File: src/rtl/multi_shift_register.sv
// Parametrised register with active-low parallel load and a one-bit-per-clock multi-bit shift engine.
// Define MULTI_SHIFT_REGISTER_SERIAL_IN_EN to add a serial_in port that supplies the logical/left-shift fill bit.
module multi_shift_register #(
   parameter int WIDTH = 8,
   parameter int AMT_W = 4
) (
   input  logic             clock,
   input  logic             resetn,
   input  logic             load_n,
   input  logic [WIDTH-1:0] data_in,
   input  logic             start,
   input  logic             dir,
   input  logic [1:0]       mode,
   input  logic [AMT_W-1:0] amount,
`ifdef MULTI_SHIFT_REGISTER_SERIAL_IN_EN
   input  logic             serial_in,
`endif
   output logic             busy,
   output logic             done,
   output logic [WIDTH-1:0] q
);

   typedef enum logic [1:0] {
      IDLE  = 2'd0,
      SHIFT = 2'd1,
      DONE  = 2'd2
   } state_t;

   localparam logic [1:0] MODE_LOGICAL = 2'b00;
   localparam logic [1:0] MODE_ARITH   = 2'b01;
   localparam logic [1:0] MODE_ROTATE  = 2'b10;

   state_t             r_state;
   logic [WIDTH-1:0]   r_q;
   logic               r_dir;
   logic [1:0]         r_mode;
   logic [AMT_W-1:0]   r_cnt;
   logic               r_busy;
   logic               r_done;
   logic               w_fill;
   logic [WIDTH-1:0]   w_stepped;

`ifdef MULTI_SHIFT_REGISTER_SERIAL_IN_EN
   assign w_fill = serial_in;
`else
   assign w_fill = 1'b0;
`endif

   // One single-bit step of the latched command; hold (mode 11) leaves q alone.
   always_comb begin
      w_stepped = r_q;
      case (r_mode)
         MODE_LOGICAL: w_stepped = r_dir ? {w_fill, r_q[WIDTH-1:1]} : {r_q[WIDTH-2:0], w_fill};
         MODE_ARITH:   w_stepped = r_dir ? {r_q[WIDTH-1], r_q[WIDTH-1:1]} : {r_q[WIDTH-2:0], w_fill};
         MODE_ROTATE:  w_stepped = r_dir ? {r_q[0], r_q[WIDTH-1:1]} : {r_q[WIDTH-2:0], r_q[WIDTH-1]};
         default:      w_stepped = r_q;
      endcase
   end

   always_ff @(posedge clock or negedge resetn) begin
      if (!resetn) begin
         r_state <= IDLE;
         r_q     <= '0;
         r_dir   <= 1'b0;
         r_mode  <= 2'b00;
         r_cnt   <= '0;
         r_busy  <= 1'b0;
         r_done  <= 1'b0;
      end else begin
         case (r_state)
            IDLE, DONE: begin
               if (!load_n) begin
                  r_q     <= data_in;
                  r_state <= IDLE;
                  r_busy  <= 1'b0;
                  r_done  <= 1'b0;
               end else if (start) begin
                  r_dir  <= dir;
                  r_mode <= mode;
                  r_cnt  <= amount;
                  if (amount == '0) begin
                     r_state <= DONE;
                     r_busy  <= 1'b0;
                     r_done  <= 1'b1;
                  end else begin
                     r_state <= SHIFT;
                     r_busy  <= 1'b1;
                     r_done  <= 1'b0;
                  end
               end else begin
                  r_state <= IDLE;
                  r_busy  <= 1'b0;
                  r_done  <= 1'b0;
               end
            end
            SHIFT: begin
               r_q   <= w_stepped;
               r_cnt <= r_cnt - AMT_W'(1);
               // The count never reaches zero here because entry requires a non-zero amount.
               if (r_cnt == AMT_W'(1)) begin
                  r_state <= DONE;
                  r_busy  <= 1'b0;
                  r_done  <= 1'b1;
               end
            end
            default: begin
               r_state <= IDLE;
               r_busy  <= 1'b0;
               r_done  <= 1'b0;
            end
         endcase
      end
   end

   assign busy = r_busy;
   assign done = r_done;
   assign q    = r_q;

endmodule

File: config.mk
export PLATFORM = sky130hd
export DESIGN_NAME = multi_shift_register
export DESIGN_NICKNAME = d
export VERILOG_FILES = /design/src/rtl/multi_shift_register.sv
export SDC_FILE = /design/constraint.sdc
export NUM_CORES = 1
export LEC_CHECK = 0
export ABC_AREA = 1
export CORE_MARGIN = 3
export CORE_UTILIZATION = 25
export CTS_CLUSTER_SIZE = 28
export DETAILED_ROUTE_END_ITERATION = 16
export SLEW_MARGIN = 40
export SYNTH_ARGS = -nofsm -noshare
export SYNTH_HDL_FRONTEND = slang
export SYNTH_SLANG_ARGS = --single-unit
export TNS_END_PERCENT = 20
File: constraint.sdc
create_clock -name clock -period 2 [get_ports clock]
set_clock_uncertainty 0.1 [all_clocks]
set_input_delay 0.6 -clock clock [delete_from_list [all_inputs] [get_ports clock]]
set_output_delay 0.6 -clock clock [all_outputs]
set_load 0.02 [all_outputs]
==> impl_metrics.toml, run 1 <==
[place]
dpl-instance-area_sq_mm = 0.00147
portBuffers = 28
dp_hpwl_mm = 2.03
gp_congestion = 0.742

[critical_path]
endpoint_kind = "primary output"
path_class = "register to primary output"
cp.arrival_ns = 1.26
slowest_stage = "clkdlybuf4s50_1"
critical_path_buf_inv_count = 1
r2r_setup_slack_ns = 0.56
cp_max_fo = 3
cpLargestDelayFamily = "buffers and inverters"
crit_path_start_kind = "register"
critical_path_required_ns = 1.30
r2r_cells = 8
max_stage_delay_ns = 0.62
crit_path_cell_trace = "clkdlybuf4s50_1"
r2r_end = "q[6]$_DFFE_PN0P_"
rr_startpoint = "r_mode[1]$_DFFE_PN0P_"

[cells_and_area]
fin_area_sq_mm = 0.00154
drive_gt1_share_pct = 6.81
nets = 217
syn_to_final_growth_pct = 33.4
n_antenna_cell = 0

[floorplan]
dieWidth_microns = 73.9
io_pins = 29
start_util_pct = 26.1
die_height_microns = 73.9
fp.coreArea_sq_mm = 0.00441
row_count = 24
die_area_sq_mm = 0.00546

[clock_tree]
clkLatencyLatePin_ns = 0.26
cts_setup_buffers = 0
h-tree-depth = 1
cts-root-buf = "clkbuf_8"
path_clk_slew_ns = 0.08
clock-sinks = 18
clock_path_buffers = 2
cts_tree = "yes"
numCtsBuffers = 3

[synth]
yosys.area.top_type = "dfrtp_1"
yosys_warnings = 0
syn-num-nets = 186
synth_top_area_share_pct = 39.1
synth.distinct_cells = 19
synthTopCellsByArea = "dfrtp_1 39%, nand2_1 22%, ha_1 6.5%"
syn_avg_cell_area_sq_um = 7.16
ys_seq_area_share_pct = 39.1
ys_seq_elements = 18
synth_area_sq_mm = 0.00115
syn_inst = 161

[timing]
whs_ns = 0.376
setup_viol = 0
slew_violations = 0
hold_violations = 0
worstMarginPinSlew_ns = 0.417
clock.fmax_mhz = 511
period_needed_ns = 1.96
slew-limit-headroom_pct = 72.1
setup_tns_ns = 0
rsz0062_at_grt = "no"
period_share_pct = 97.8

[pwr]
ir_drop_mv = 0.377
leakage_nw = 0.808
cellPowerDensity_mw_per_mm2 = 1450

[drt]
vias = 1062
vias_per_cell = 4.37
postRouteAntennaNets = 0
drt_iter0_markers = 51
drc_errors = 0
drt_first_pass_iters = 4
drt-total-wl_mm = 2.65
avgRoutedWirePerCell_microns = 10.9

[hold_path]
holdPathEnd = "busy$_DFFE_PN0P_"
hold_start = "busy$_DFFE_PN0P_"
hold_path_class = "register to register"
whs_path_depth = 2

[global_routing]
first_global_vias = 1003
grt_first_pass_wirelength_mm = 4.37
grt_antenna_before_repair = 0
groute.usage.overall_pct = 10.5
grt_overflow = 0
grt_start_max_net_pins = 19

[outcome]
status = "finished clean"

[job]
maxCapViolations = 0
==> synth_stat cells (all sizes together) <==
cell type,n
o211ai,8
nor2,14
o21ai,11
ha,6
buf,6
nor3,1
nand3,4
dfrtp,18
a21oi,4
nand2,71
inv,17
or2,1
==> layout make-up <==
class                      count  area (sq um)
inverter                      17          63.8
clock buffer                   4          55.1
fill                         477          2880
multi-input combinational    120           583
tap                           52          65.1
timing repair buffer          32           320
sequential                    18           450
==> routing by layer <==
| layer | track usage [%] | vias up | routed length [microns] |
|---|---|---|---|
| met2 | 17.9 | 19 | 1280 |
| li1 | - | 561 | - |
| met5 | 0 | - | 0 |
| met4 | 3.62 | 0 | 23 |
| met3 | 3.42 | 2 | 146 |
| met1 | 12.2 | 480 | 1200 |
==> per-stage QoR <==
stage / cells / power [W] / setup slack, ns / utilization (%)
global placement: 239 / 0.00196 / 0.0879 / 33.4
finish: 243 / 0.00223 / 0.0441 / 34.8
floorplan: 161 / 0.00162 / 0.580 / -
global route: 243 / 0.00246 / 0.00652 / 34.8
CTS: 243 / 0.00228 / 0.000225 / 34.6
detailed placement: 239 / 0.00198 / 0.0719 / 33.4
==> worst max-delay path by stage <==
stage	start	to	slack [ns]	cells after the start
3_5_place_dp	load_n	q[7]$_DFFE_PN0P_	0.07	6
2_1_floorplan	load_n	q[6]$_DFFE_PN0P_	0.58	4
5_1_grt	q[3]$_DFFE_PN0P_	q[3]	0.007	1
3_3_place_gp	load_n	q[7]$_DFFE_PN0P_	0.09	6
6_report	q[3]$_DFFE_PN0P_	q[3]	0.04	1
4_1_cts	q[1]$_DFFE_PN0P_	q[1]	0.0002	1
==> cell families (layout without fill, tap and decap cells) <==
family	after synthesis	after routing	synth area share, %
simple gates	91	91	32.4
compound gates	23	23	11.7
flops	18	18	39.1
buf+inv	23	53	10.3
fa+ha+maj	6	6	6.51
==> sequential cells by signal, summed over array words and instances (netlist names) <==
register  cells
q             8
r_cnt         4
r_mode        2
r_state       2
busy          1
r_dir         1
==> repair_timing <==
action / in CTS / in global routing
gates resized for setup: 2 / 5
hold buffers: 0 / 0
pin swaps: 0 / 0
endpoints found under the setup margin: 2 / 5
==> power by group <==
part	switching, W	internal, W	leakage [nW]
sequential	0.000157	0.000540	0.223
combinational	0.000744	0.000486	0.556
clock	0.000128	0.000175	0.0288
==> placed cells by master, fill, tap and decap left out, types with 2 or more instances in the layout <==
master,instances
clkbuf_8,4
nand2_4,2
inv_1,16
o21ai_0,10
clkdlybuf4s50_1,21
nand2_1,69
nor2_1,13
dlygate4sd2_1,2
ha_1,6
dlymetal6s2s_1,5
a21oi_1,4
dfrtp_1,18
o211ai_1,8
buf_4,4
nand3_1,4
(Power assumes the default switching activity.)
==> inputs of run 2 (changes only) <==
--- a/config.mk
+++ b/config.mk
@@ -10,6 +10,7 @@
 export CORE_UTILIZATION = 25
 export CTS_CLUSTER_SIZE = 28
 export DETAILED_ROUTE_END_ITERATION = 16
+export HOLD_SLACK_MARGIN = 0.05
 export SLEW_MARGIN = 40
 export SYNTH_ARGS = -nofsm -noshare
 export SYNTH_HDL_FRONTEND = slang
==> results of run 2 <==
The final DEF is identical to that of run 1; final timing and power are the same.
